<file path="config.mk">
export PLATFORM = sky130hd
export DESIGN_NAME = fu_branch_pipe
export DESIGN_NICKNAME = d
export VERILOG_FILES = /design/src/rtl/fu_branch_pipe.sv
export SDC_FILE = /design/constraint.sdc
export NUM_CORES = 1
export LEC_CHECK = 0
export ABC_AREA = 1
export ABC_CLOCK_PERIOD_IN_PS = 5400
export BUFFER_PORTS_ARGS = -buffer_cell sky130_fd_sc_hd__buf_2
export CORE_MARGIN = 4
export CORE_UTILIZATION = 45
export DETAILED_ROUTE_END_ITERATION = 8
export HOLD_SLACK_MARGIN = 0.02
export PLACE_DENSITY = 0.72
export SLEW_MARGIN = 20
export SYNTH_ARGS = -nofsm -noshare
export SYNTH_HDL_FRONTEND = slang
export SYNTH_SLANG_ARGS = --single-unit
</file>
<file path="constraint.sdc">
create_clock -name clk -period 5.4 [get_ports clk]
set_input_delay 1.08 -clock clk [delete_from_list [all_inputs] [get_ports clk]]
set_output_delay 1.08 -clock clk [all_outputs]
set_load 0.01 [all_outputs]
</file>
<file path="src/rtl/fu_branch_pipe.sv">
// Registered branch/jump execution unit: resolves RV32 branches, JAL and JALR,
// produces the link value and the mispredict flag, with age-based flush of in-flight work.
module fu_branch_pipe #(
  parameter int unsigned XLEN      = 32,
  parameter int unsigned ROB_DEPTH = 16,
  parameter int unsigned TAG_W     = $clog2(ROB_DEPTH),
  parameter int unsigned PREG_W    = 7
) (
  input  logic              clk,
  input  logic              reset,
  input  logic              in_valid,
  output logic              in_ready,
  input  logic [6:0]        in_opcode,
  input  logic [2:0]        in_func3,
  input  logic [XLEN-1:0]   in_pc,
  input  logic [XLEN-1:0]   in_imm,
  input  logic [XLEN-1:0]   in_rs1,
  input  logic [XLEN-1:0]   in_rs2,
  input  logic [PREG_W-1:0] in_pd,
  input  logic [TAG_W-1:0]  in_rob_tag,
  input  logic              in_pred_taken,
  input  logic [XLEN-1:0]   in_pred_target,
  input  logic [TAG_W-1:0]  rob_head,
  input  logic              flush_valid,
  input  logic [TAG_W-1:0]  flush_tag,
  output logic              out_valid,
  input  logic              out_ready,
  output logic [TAG_W-1:0]  out_rob_tag,
  output logic [PREG_W-1:0] out_pd,
  output logic              out_wb_en,
  output logic [XLEN-1:0]   out_wb_data,
  output logic              out_taken,
  output logic [XLEN-1:0]   out_next_pc,
  output logic              out_mispredict,
  output logic              out_illegal
);

  localparam logic [6:0] OP_BRANCH = 7'b1100011;
  localparam logic [6:0] OP_JAL    = 7'b1101111;
  localparam logic [6:0] OP_JALR   = 7'b1100111;

  localparam logic [2:0] F3_BEQ  = 3'b000;
  localparam logic [2:0] F3_BNE  = 3'b001;
  localparam logic [2:0] F3_BLT  = 3'b100;
  localparam logic [2:0] F3_BGE  = 3'b101;
  localparam logic [2:0] F3_BLTU = 3'b110;
  localparam logic [2:0] F3_BGEU = 3'b111;

  typedef struct packed {
    logic [TAG_W-1:0]  rob_tag;
    logic [PREG_W-1:0] pd;
    logic              wb_en;
    logic [XLEN-1:0]   wb_data;
    logic              taken;
    logic [XLEN-1:0]   next_pc;
    logic              mispredict;
    logic              illegal;
  } result_t;

  result_t res_d;
  result_t res_q;

  logic [XLEN-1:0] pc_plus4;
  logic [XLEN-1:0] br_target;
  logic [XLEN-1:0] jalr_target;
  logic [XLEN-1:0] target;
  logic [XLEN-1:0] next_pc;
  logic [XLEN-1:0] pred_next;
  logic            eq;
  logic            lt_s;
  logic            lt_u;
  logic            taken;
  logic            wb_en;
  logic            legal;

  logic            accept;
  logic            in_flush;
  logic            held_flush;
  logic            valid_d;
  logic            load;

  // Age relative to the ROB head; larger means younger.
  function automatic logic [TAG_W-1:0] age(input logic [TAG_W-1:0] t, input logic [TAG_W-1:0] head);
    return TAG_W'(t - head);
  endfunction

  assign pc_plus4    = in_pc + XLEN'(4);
  assign br_target   = in_pc + in_imm;
  assign jalr_target = (in_rs1 + in_imm) & ~XLEN'(1);

  assign eq   = (in_rs1 == in_rs2);
  assign lt_s = ($signed(in_rs1) < $signed(in_rs2));
  assign lt_u = (in_rs1 < in_rs2);

  // Opcode/func3 decode and branch resolution.
  always_comb begin
    taken  = 1'b0;
    wb_en  = 1'b0;
    legal  = 1'b1;
    target = br_target;
    case (in_opcode)
      OP_BRANCH: begin
        case (in_func3)
          F3_BEQ:  taken = eq;
          F3_BNE:  taken = !eq;
          F3_BLT:  taken = lt_s;
          F3_BGE:  taken = !lt_s;
          F3_BLTU: taken = lt_u;
          F3_BGEU: taken = !lt_u;
          default: legal = 1'b0;
        endcase
      end
      OP_JAL: begin
        taken = 1'b1;
        wb_en = 1'b1;
      end
      OP_JALR: begin
        if (in_func3 == 3'b000) begin
          taken  = 1'b1;
          wb_en  = 1'b1;
          target = jalr_target;
        end else begin
          legal = 1'b0;
        end
      end
      default: legal = 1'b0;
    endcase
  end

  assign next_pc   = taken ? target : pc_plus4;
  assign pred_next = in_pred_taken ? in_pred_target : pc_plus4;

  always_comb begin
    res_d            = '0;
    res_d.rob_tag    = in_rob_tag;
    res_d.pd         = in_pd;
    res_d.wb_en      = wb_en;
    res_d.wb_data    = pc_plus4;
    res_d.taken      = taken;
    res_d.next_pc    = next_pc;
    res_d.mispredict = legal && (next_pc != pred_next);
    res_d.illegal    = !legal;
  end

  assign in_ready   = !out_valid || out_ready;
  assign accept     = in_valid && in_ready;
  assign in_flush   = flush_valid &&
                      (age(in_rob_tag, rob_head) > age(flush_tag, rob_head));
  assign held_flush = flush_valid &&
                      (age(res_q.rob_tag, rob_head) > age(flush_tag, rob_head));

  // Result register control: a flushed issue completes its handshake but never loads.
  always_comb begin
    valid_d = out_valid;
    load    = 1'b0;
    if (accept) begin
      valid_d = !in_flush;
      load    = !in_flush;
    end else if (out_valid && out_ready) begin
      valid_d = 1'b0;
    end else if (out_valid && held_flush) begin
      valid_d = 1'b0;
    end
  end

  always_ff @(posedge clk or negedge reset) begin
    if (!reset) begin
      out_valid <= 1'b0;
      res_q     <= '0;
    end else begin
      out_valid <= valid_d;
      if (load) begin
        res_q <= res_d;
      end
    end
  end

  assign out_rob_tag    = res_q.rob_tag;
  assign out_pd         = res_q.pd;
  assign out_wb_en      = res_q.wb_en;
  assign out_wb_data    = res_q.wb_data;
  assign out_taken      = res_q.taken;
  assign out_next_pc    = res_q.next_pc;
  assign out_mispredict = res_q.mispredict;
  assign out_illegal    = res_q.illegal;

endmodule

</file>
======== Word level (Yosys, flattened, before mapping) ========
Cells that the tools add are included.
W data, S select, Z words.
storage, ports and cells
  bits in registers ....................... 80
  bits of input ports ..................... 195
  output and inout port bits .............. 81
  word-level logic and storage cells ...... 59
cells by class
  $add $sub $neg .......................... 6
  order comparisons ....................... 4
  equal/unequal tests ..................... 10
  multiplexer cells ....................... 14
  reduce and logical (&&, ||, !) cells .... 16
operator list
  kind                     number
  $mux W32                 4
  $add A32 B32 Y32         2
  $lt A32 B32 Y1           2
  $add A32 B3 Y32 const B  1
  $eq A32 B32 Y1           1
  $ne A32 B32 Y1           1
  $eq A7 B7 Y1 const B     3
  $eq A3 B3 Y1 const B     4
  $sub A4 B4 Y4            3
  $gt A4 B4 Y1             2
  $logic_and A1 B1 Y1      6
  $logic_not A1 Y1         6
  $mux W1                  6
  $pmux W1 S3              2
  $pmux W1 S6              1
  $reduce_or A6 Y1         1
  $eq A3 B1 Y1 const B     1
  $logic_not A3 Y1         1
  $reduce_bool A3 Y1       1
  $pmux W1 S2              1
  $logic_or A1 B1 Y1       1

======== Logic depth before layout (Yosys ltp) ========
Gate-level depths: netlist (run 1).
  word-level depth ........................ 7
  mapped depth ............................ 31
  depth with buffers taken out ............ 30

======== Least setup slack after synthesis (run 1) ========
Ideal clock, no wire load.
  kind .................................... input to register
  start ................................... input rob_head[1]
  end ..................................... register res_q (netlist bit out_pd[0])
  setup time .............................. 66 ps
  arrival time ............................ 3446 ps
  required time ........................... 5334 ps
  path slack .............................. 1888 ps
  cell stages on the path ................. 15
  path buffers ............................ 2
  cells stage by stage .................... inv_1 -> ha_1 -> nand3_1 -> nand2_1 -> xnor2_1 -> ha_1 -> a21oi_1 -> nand2_1 -> o221ai_1 -> nand2_1 -> clkinv_1 -> clkbuf_1 -> buf_1 -> nand2_1 -> nand2_1
on the way
  longest elaborated chain between the ends .. 5
ends and longest elaborated chain
  element                  RTL line  text
  start, declared          23        input logic [TAG_W-1:0] rob_head,
  $sub A4 B4 Y4            84        return TAG_W'(t - head);
  $gt A4 B4 Y1 (*)         148       (age(in_rob_tag, rob_head) > age(flush_tag, rob_head));
  $logic_and A1 B1 Y1 (*)  147       assign in_flush = flush_valid &&
  $logic_not A1 Y1 (*)     158       load = !in_flush;
  $mux W1 (*)              156       if (accept) begin
  end signal, assigned     173       res_q <= res_d;
  end, declared            61        result_t res_q;
Mark *: on every way between the ends. The rest lies on a longest branch, timed or not.
A chain may end at the register's enable or synchronous reset.

======== Worst setup path after layout (run 1) ========
  start ................................... input in_rs1[7]
  end ..................................... register res_q (netlist bit out_mispredict)
on the way
  longest elaborated chain between the ends .. 7
ends and longest elaborated chain
  element                                       RTL line       text
  start, declared                               17             input logic [XLEN-1:0] in_rs1,
  $lt A32 B32 Y1, or another cell as far along  93             assign lt_u = (in_rs1 < in_rs2);
  $logic_not A1 Y1, on equally long branches    109, 105, 107
  $pmux W1 S6                                   103            case (in_func3)
  $pmux W1 S3                                   101            case (in_opcode)
  $mux W32 (*)                                  130            assign next_pc = taken ? target : pc_plus4;
  $ne A32 B32 Y1 (*)                            141            res_d.mispredict = legal && (next_pc != pred_next);
  $logic_and A1 B1 Y1 (*)                       141
Marks and branches as above.

==> flow_metrics.py, run 1 <==
metrics = {
    "logic_synthesis": {
        "avgSynthCellArea_um2": 5.943,
        "yosysWarnings": 0,
        "syn_area_um2": 10940,
        "synth_top_family_by_area": "simple AND/OR/NAND/NOR gates",
        "ys_types": 46,
        "synth_most_common_cell": "nand2_1",
        "syn-instance-count": 1841,
        "ys_seq_area_share_pct": 18.30,
        "syn_nets": 2150,
        "muxShareOfSynthArea_pct": 0,
        "synth_area_leaders": "nand2_1 (21%), dfrtp_1 (18%), ha_1 (12%)",
        "async_reset_ff_share_pct": 100.0,
        "synth_compound_area_share_pct": 15.61,
        "synthSimpleGateAreaFrac_pct": 40.22,
        "synth_edf_count": 0,
        "synthAdderAreaFrac_pct": 13.38,
        "synth_common_cells": "nand2_1 (609), inv_1 (228), nor2_1 (165)",
        "synth-xor-area-share_pct": 3.042,
        "synth_top_area_share_pct": 20.89,
        "synth_largest_area_cell": "nand2_1",
        "dominantRegCellSynth": "dfrtp_1",
        "ys_ff_latch": 80,
    },
    "cts": {
        "clkTransAtPathRegs_ns": 0.06,
        "cts_setup_buffers": 0,
        "cts_made_buffers": 9,
        "hold_buffers": 0,
        "cts_sinks": 80,
        "cts_root_buffer": "clkbuf_16",
        "cts_buffer_depth": 2,
        "postCtsResizedCells": 0,
        "cts_tree": "built",
        "htree_levels": 3,
        "worstSkewPairLatency_ns": 0.34,
    },
    "routing": {
        "vias_per_cell": 5.428,
        "drt_pass1_iterations": 5,
        "drtIter0Drc": 1034,
        "routedWlPerCell_um": 16.63,
        "route.detailed.drc": 0,
        "vias": 13174,
        "ant_nets": 0,
        "finalWirelength_um": 40360,
    },
    "sta": {
        "fin_worst_skew_ns": 0.01271,
        "layout_min_cycle_time_ns": 3.931,
        "rsz0062_at_grt": "no",
        "drv_slew": 0,
        "hold_violations": 0,
        "setup_viol_count_final": 0,
        "maxSlewHeadroom_pct": 32.43,
        "fmaxAchievable_mhz": 254.4,
        "finalCritPeriodShare_pct": 72.79,
        "tns_ns": 0,
        "hold_slack_ns": 0.4755,
        "tightest_slew_ns": 1.014,
    },
    "floorplan": {
        "start_util_pct": 46.20,
        "pin_count": 276,
        "placementRows": 56,
        "chipWidth_um": 163.9,
        "core_area_um2": 23680,
        "dieArea_um2": 26870,
        "die_y_um": 163.9,
    },
    "run": {
        "maxCapViolCount": 0,
    },
    "power": {
        "power_frac_comb_pct": 50.4,
        "switching_share_pct": 42.88,
        "switchingPower_uw": 1431,
        "intPower_uw": 1906,
        "p_seq_share_pct": 29.5,
        "irDropWorstVdd_uv": 181.6,
        "clock_power_share_pct": 20.1,
        "finalPower_uw": 3336,
        "p_leak_uw": 0.007130,
        "powerDensity_nw_per_um2": 257.2,
    },
    "worst_setup_path": {
        "critical_path_class": "in -> reg",
        "endpoint_kind": "flop",
        "cp_top_family": "simple AND/OR/NAND/NOR gates",
        "r2r_slack_ns": 3.15,
        "critPathCapture": "out_mispredict",
        "cp_slowest_cell": "buf_4",
        "critPathMaxFanout": 30,
        "crit_top_cell": "nand2_1",
        "slowest_delay_ns": 0.36,
        "required_ns": 5.63,
        "cp.arrival_ns": 4.16,
        "cp-startpoint": "in_rs1[7]",
        "path_depth": 23,
        "start_kind": "input pin",
        "reg2regPathDepth": 11,
        "path_buf_inv": 2,
        "crit_chain": "buf_2 -> ha_1 -> nand2_1 -> nor2_1 -> nand4_1 -> nor2_1 -> nand3_1 -> and3_1 -> nand2_1 -> nor2_2 -> nand3_2 -> buf_4 -> nand3b_1 -> nand2_1 -> nand2_1 -> nand2_1 -> nand2_1 -> nor2_1 -> nand2_1 -> nor2_1 -> nand2_1 -> nand2_1 -> nand2_1",
        "timing.rr.end": "out_valid",
        "r2r-start": "out_rob_tag[0]",
    },
    "place": {
        "place.gp.congestion": 0.9926,
        "dp.cells": 2409,
        "dp_hpwl_um": 34180,
        "portBuffers": 275,
    },
    "grt": {
        "grt_pass1_vias": 12304,
        "grt_max_degree": 99,
        "antenna_found_initial": 2,
        "grt_overflow_total": 0,
        "grt_util_all_layers_pct": 29.06,
        "grt_first_pass_wirelength_um": 62020,
    },
    "layout": {
        "num-fill-cells": 2467,
        "area_growth_pct": 18.57,
        "final_cells": 2427,
        "drive_gt1_share_pct": 15.76,
        "nets": 2410,
    },
    "outcome": {
        "status": "complete, no violations",
    },
    "worst_hold_path": {
        "hold_path_class": "reg -> reg",
    },
}
[through the flow]
step / area, µm² / setup WS (ns) / utilization (%)
final: 12970 / 1.469 / 54.78
after global routing: 12970 / 1.184 / 54.78
after CTS: 12960 / 1.491 / 54.74
after detailed placement: 12640 / 1.153 / 53.38
after global placement: 12640 / 1.202 / 53.38
after floorplan: 10940 / 1.888 / -
[layer usage]
| metal | vias up | global-route usage (%) | part of all wire, % |
|---|---|---|---|
| met4 | 0 | 9.417 | 3.1 |
| met1 | 5966 | 39.56 | 44 |
| met5 | - | 0 | 0 |
| met3 | 78 | 2.911 | 7.1 |
| li1 | 6594 | - | - |
| met2 | 536 | 48.53 | 45 |
[kinds of logic (layout without fill, tap and decap cells)]
kind of cell	after synthesis	after routing
and+or+nand+nor	1032	1032
AOI/OAI and AO/OA	309	309
xor gates and xnor gates	38	38
adders and majority gates	114	114
buffers and inverters	268	533
other	0	2
DFF	80	80
[worst min-delay path, cell delays in order, from the launching register on]
cell     delay, ns
dfrtp_1       0.34
nand2_1       0.05
nand2_1       0.05
[worst min-delay path by stage]
stage / from / endpoint / slack, ns / cells after the start
final: out_pd[5] / out_pd[5] / 0.48 / 2
after global routing: out_pd[6] / out_pd[6] / 0.49 / 2
after CTS: out_wb_data[16] / out_wb_data[16] / 0.48 / 2
after detailed placement: out_pd[5] / out_pd[5] / 0.46 / 2
after global placement: out_pd[1] / out_pd[1] / 0.46 / 2
after floorplan: out_pd[0] / out_pd[0] / 0.52 / 2
[layout make-up]
| cell class | count | area, µm² | share of cell area [%] |
|---|---|---|---|
| timing repair buffer | 283 | 1455 | 11.22 |
| clock buffer | 12 | 246.5 | 1.900 |
| tap | 319 | 399.1 | 3.076 |
| inverter | 234 | 878.3 | 6.770 |
| multi-input combinational | 1493 | 7911 | 60.98 |
| antenna | 2 | 5.005 | 0.03858 |
| sequential | 80 | 2002 | 15.43 |
| clock inverter | 4 | 76.32 | 0.5883 |
[power by group through the flow]
stage          Sequential [µW]  Combinational [µW]  Clock [µW]
2_1_floorplan             1100                 905           0
3_3_place_gp               987                1650           0
3_5_place_dp               992                1670           0
4_1_cts                    984                1680         674
5_1_grt                   1020                1900         697
6_report                   984                1680         670
[cells in the final DEF (no fill, tap or decap), types with 3 or more instances in the layout]
cell type,Yosys,routed
inv_2,4,4
nand4_1,29,29
a21o_1,10,10
dfrtp_1,80,80
xnor2_1,19,19
and3_1,3,3
inv_1,228,228
clkbuf_16,0,9
o21a_1,9,9
nand3b_1,27,27
o21ai_1,7,6
nor3_1,22,22
a21boi_0,6,6
fa_1,5,5
xor2_1,19,19
a21oi_1,95,95
nand3_1,133,133
nor2_1,165,165
buf_2,5,274
o21bai_1,9,9
nor2_2,5,5
nor4_1,13,13
buf_4,0,7
or2_2,15,15
ha_1,109,109
o21ai_0,134,134
o211ai_1,3,3
nand2_1,609,608
a31oi_1,28,28
[sequential cells by signal (all words and copies together) (netlist names), 4 cells and up]
signal       count
out_wb_data     32
out_rob_tag      4
out_next_pc     32
out_pd           7
No activity file was read; power rests on OpenSTA's default activity.
==> inputs of run 2 (changes only) <==
ABC_CLOCK_PERIOD_IN_PS = 4000   (was 5400)
clock period = 4 ns   (was 5.4 ns; I/O delays follow)
==> flow_metrics.py, run 2 (synthesized netlist as in run 1, its figures left out) <==
metrics = {
    "outcome": {
        "status": "complete, no violations",
    },
    "layout": {
        "multiInputGateArea_um2": 7908,
        "layout_commonest_cell": "nand2_1",
        "regArea_um2": 2002,
        "num-fill-cells": 2557,
        "drive_gt1_share_pct": 16.09,
        "final_cells": 2437,
        "layout_common_cells": "nand2_1 (608), buf_2 (274), inv_1 (228)",
        "nets": 2417,
        "area_growth_pct": 19.06,
    },
    "sta": {
        "layout_min_cycle_time_ns": 3.528,
        "tightest_slew_ns": 0.9192,
        "fin_worst_skew_ns": 0.01128,
        "maxSlewHeadroom_pct": 38.65,
        "finalCritPeriodShare_pct": 88.21,
        "rsz0062_at_grt": "no",
        "setup_viol_count_final": 0,
        "drv_slew": 0,
        "hold_violations": 0,
        "fmaxAchievable_mhz": 283.4,
        "tns_ns": 0,
    },
    "floorplan": {
        "die_y_um": 163.9,
        "placementRows": 56,
        "dieArea_um2": 26870,
        "chipWidth_um": 163.9,
        "start_util_pct": 46.20,
        "core_area_um2": 23680,
        "pin_count": 276,
    },
    "worst_setup_path": {
        "critPathMaxFanout": 30,
        "start_kind": "input pin",
        "cp_slowest_cell": "ha_1",
        "crit_top_cell": "nand2_1",
        "cp.arrival_ns": 3.76,
        "reg2regPathDepth": 11,
        "slowest_delay_ns": 0.29,
        "critical_path_class": "in -> reg",
        "required_ns": 4.23,
        "endpoint_kind": "flop",
    },
    "cts": {
        "htree_levels": 3,
        "postCtsResizedCells": 0,
        "cts_root_buffer": "clkbuf_16",
        "cts_setup_buffers": 0,
        "cts_buffer_depth": 2,
        "cts_tree": "built",
        "hold_buffers": 0,
        "cts_sinks": 80,
        "clkTransAtPathRegs_ns": 0.07,
        "cts_made_buffers": 9,
        "worstSkewPairLatency_ns": 0.34,
    },
    "routing": {
        "drt_pass1_iterations": 5,
        "routedWlPerCell_um": 17.02,
        "vias": 13196,
        "drtIter0Drc": 784,
        "finalWirelength_um": 41470,
        "ant_nets": 0,
        "vias_per_cell": 5.415,
        "route.detailed.drc": 0,
    },
    "grt": {
        "grt_overflow_total": 0,
        "grt_first_pass_wirelength_um": 63710,
        "use_met2_pct": 50.58,
        "grt-busiest-layer": "met2",
        "antenna_found_initial": 4,
        "grt_pass1_vias": 12438,
        "met1_usage_pct": 40.13,
        "grt_max_degree": 99,
        "grt_util_all_layers_pct": 29.81,
        "grt_use_met3_pct": 3.112,
    },
    "power": {
        "p_seq_share_pct": 30.0,
        "p_leak_uw": 0.007163,
        "clock_power_share_pct": 18.0,
        "powerDensity_nw_per_um2": 340.3,
        "power_frac_comb_pct": 52.0,
        "switching_share_pct": 44.49,
        "finalPower_uw": 4433,
        "intPower_uw": 2461,
        "switchingPower_uw": 1972,
        "irDropWorstVdd_uv": 253.2,
    },
    "worst_hold_path": {
        "hold_path_class": "reg -> reg",
        "hold_path_depth": 2,
    },
    "run": {
        "maxCapViolCount": 0,
    },
    "place": {
        "dp.cells": 2416,
        "place.gp.congestion": 0.9528,
        "dp_hpwl_um": 35400,
        "portBuffers": 275,
    },
}
[run 2: final cells by class]
cell class / instances / share of cell area (%)
tap: 319 / 3.064
inverter: 234 / 6.742
sequential: 80 / 15.37
multi-input combinational: 1493 / 60.70
antenna: 5 / 0.09604
timing repair buffer: 290 / 11.86
clock buffer: 10 / 1.834
clock inverter: 6 / 0.3362
[run 2: power groups by stage]
stage / clock, µW / sequential [µW] / combinational, µW
after global routing: 838 / 1370 / 2590
after floorplan: 0 / 1480 / 1220
after CTS: 803 / 1320 / 2300
after global placement: 0 / 1330 / 2250
final: 799 / 1330 / 2310
after detailed placement: 0 / 1340 / 2290
[run 2: layer usage]
metal  up-vias  share of wire, %
met1      6001                44
met2       531                47
met5         -                 0
met3        59               7.1
met4         0               2.6
li1       6605                 -
[run 2: metrics by stage]
step	instance area [µm²]	hold slack [ns]	setup slack, ns	utilization (%)
floorplan	10940	0.5044	0.7685	-
global placement	12730	0.4556	0.1101	53.75
detailed placement	12730	0.4626	0.06815	53.75
CTS	13010	0.4791	0.4054	54.94
global route	13020	0.4938	0.2113	54.99
finish	13030	0.4770	0.4718	55.01
[run 2: critical path, delay by kind of cell]
family                   cells  cell delay [ns]
AND/OR/NAND/NOR             22             2.32
adder cells (fa/ha/maj)      1             0.29
buffers and inverters        2             0.32
[run 2: final timing paths]
path / end / slack (ns) / from
worst max-delay path: out_mispredict / 0.47 / in_rs1[7]
worst min-delay path: out_pd[2] / 0.48 / out_pd[2]
worst max register to register: out_valid / 1.75 / out_rob_tag[0]
worst min register to register: out_pd[2] / 0.48 / out_pd[2]
max in group asynchronous: out_wb_en / 3.00 / reset
min in group asynchronous: out_next_pc[28] / 0.50 / reset
==> inputs of run 3 (changes only) <==
ABC_CLOCK_PERIOD_IN_PS = 4050   (was 4000)
clock period = 4.05 ns   (was 4 ns; I/O delays follow)
==> flow_metrics.py, run 3 (synthesized netlist as in run 1, its figures left out) <==
metrics = {
    "cts": {
        "postCtsResizedCells": 0,
        "hold_buffers": 0,
        "htree_levels": 3,
        "cts_setup_buffers": 0,
        "cts_sinks": 80,
        "clkTransAtPathRegs_ns": 0.06,
        "cts_made_buffers": 9,
        "cts_root_buffer": "clkbuf_16",
        "cts_tree": "built",
        "worstSkewPairLatency_ns": 0.34,
        "cts_buffer_depth": 2,
    },
    "worst_setup_path": {
        "cp_top_family": "simple AND/OR/NAND/NOR gates",
        "start_kind": "input pin",
        "critical_path_class": "in -> reg",
        "critPathMaxFanout": 30,
        "slowest_delay_ns": 0.34,
        "r2r_slack_ns": 1.83,
        "path_buf_inv": 2,
        "cp_slowest_cell": "nor2_1",
        "cp.arrival_ns": 3.85,
        "endpoint_kind": "flop",
        "crit_top_cell": "nand2_1",
        "required_ns": 4.28,
    },
    "power": {
        "irDropWorstVdd_uv": 237.2,
        "p_leak_uw": 0.007173,
        "power_frac_comb_pct": 51.0,
        "intPower_uw": 2511,
        "switchingPower_uw": 1944,
        "switching_share_pct": 43.64,
        "powerDensity_nw_per_um2": 341.3,
        "p_seq_share_pct": 29.5,
        "clock_power_share_pct": 19.5,
    },
    "routing": {
        "vias": 13218,
        "finalWirelength_um": 41710,
        "ant_nets": 0,
        "drt_pass1_iterations": 6,
        "drtIter0Drc": 898,
        "vias_per_cell": 5.428,
        "routedWlPerCell_um": 17.13,
        "route.detailed.drc": 0,
    },
    "layout": {
        "layout_common_cells": "nand2_1 (608), buf_2 (274), inv_1 (228)",
        "fin_util_pct": 55.11,
        "layout_commonest_cell": "nand2_1",
        "drive_gt1_share_pct": 16.05,
        "area_growth_pct": 19.28,
        "nets": 2416,
    },
    "sta": {
        "finalCritPeriodShare_pct": 89.33,
        "tightest_slew_ns": 0.9948,
        "tns_ns": 0,
        "rsz0062_at_grt": "no",
        "setup_viol_count_final": 0,
        "maxSlewHeadroom_pct": 33.61,
        "drv_slew": 0,
        "layout_min_cycle_time_ns": 3.618,
        "fin_worst_skew_ns": 0.01133,
        "fmaxAchievable_mhz": 276.4,
        "hold_violations": 0,
    },
    "place": {
        "portBuffers": 275,
        "place.gp.congestion": 0.9572,
        "dp_hpwl_um": 35340,
    },
    "floorplan": {
        "pin_count": 276,
        "die_y_um": 163.9,
        "dieArea_um2": 26870,
        "placementRows": 56,
        "core_area_um2": 23680,
        "start_util_pct": 46.20,
        "chipWidth_um": 163.9,
    },
    "grt": {
        "grt_max_degree": 99,
        "grt_overflow_total": 0,
        "antenna_found_initial": 4,
        "grt_pass1_vias": 12429,
        "grt_util_all_layers_pct": 29.97,
        "grt_first_pass_wirelength_um": 64290,
    },
    "run": {
        "maxCapViolCount": 0,
    },
    "outcome": {
        "status": "complete, no violations",
    },
    "worst_hold_path": {
        "hold_path_class": "reg -> reg",
    },
}
-- run 3: layer usage --
metal | vias up | global-route usage [%] | part of all wire [%]
li1 | 6591 | - | -
met1 | 6067 | 41.02 | 44
met2 | 494 | 50.15 | 47
met3 | 66 | 2.610 | 6.8
met4 | 0 | 9.531 | 2.7
met5 | - | 0 | 0
-- run 3: stage by stage --
| step | instances | setup slack [ns] | total power, µW | area [µm²] | hold slack [ns] |
|---|---|---|---|---|---|
| after floorplan | 1841 | 0.8085 | 2673 | 10940 | 0.5144 |
| after detailed placement | 2415 | 0.1305 | 3581 | 12720 | 0.4651 |
| after global placement | 2415 | 0.1407 | 3542 | 12720 | 0.4555 |
| final | 2435 | 0.4322 | 4454 | 13050 | 0.4789 |
| after global routing | 2434 | 0.2019 | 4810 | 13050 | 0.4999 |
| after CTS | 2431 | 0.4621 | 4453 | 13040 | 0.4819 |
-- run 3: worst paths after layout --
check                          startpoint               to  cells after the start
min in group asynchronous           reset  out_next_pc[28]                      1
hold reg to reg                 out_pd[2]        out_pd[2]                      2
max in group asynchronous           reset   out_next_pc[0]                      1
setup reg to reg           out_rob_tag[0]        out_valid                     11
setup / recovery                in_rs1[7]   out_mispredict                     25
hold / removal                  out_pd[2]        out_pd[2]                      2
-- run 3: final cells by class --
cell class                 count  area [µm²]
fill                        2524       10630
multi-input combinational   1493        7908
sequential                    80        2002
timing repair buffer         289        1538
inverter                     234       878.3
tap                          319       399.1
clock buffer                  11       252.7
clock inverter                 5       63.81
antenna                        4       10.01
-- run 3: power groups by stage --
stage,logic [µW],clock network [µW],registers [µW]
floorplan,1210,0,1470
global placement,2230,0,1310
detailed placement,2260,0,1330
CTS,2270,868,1320
global route,2550,907,1350
finish,2270,868,1320
-- run 3: worst min-delay path, cell delays in order, from the launching register on --
cell and delay [ns]:
dfrtp_1 0.34, nand2_1 0.05, nand2_1 0.06
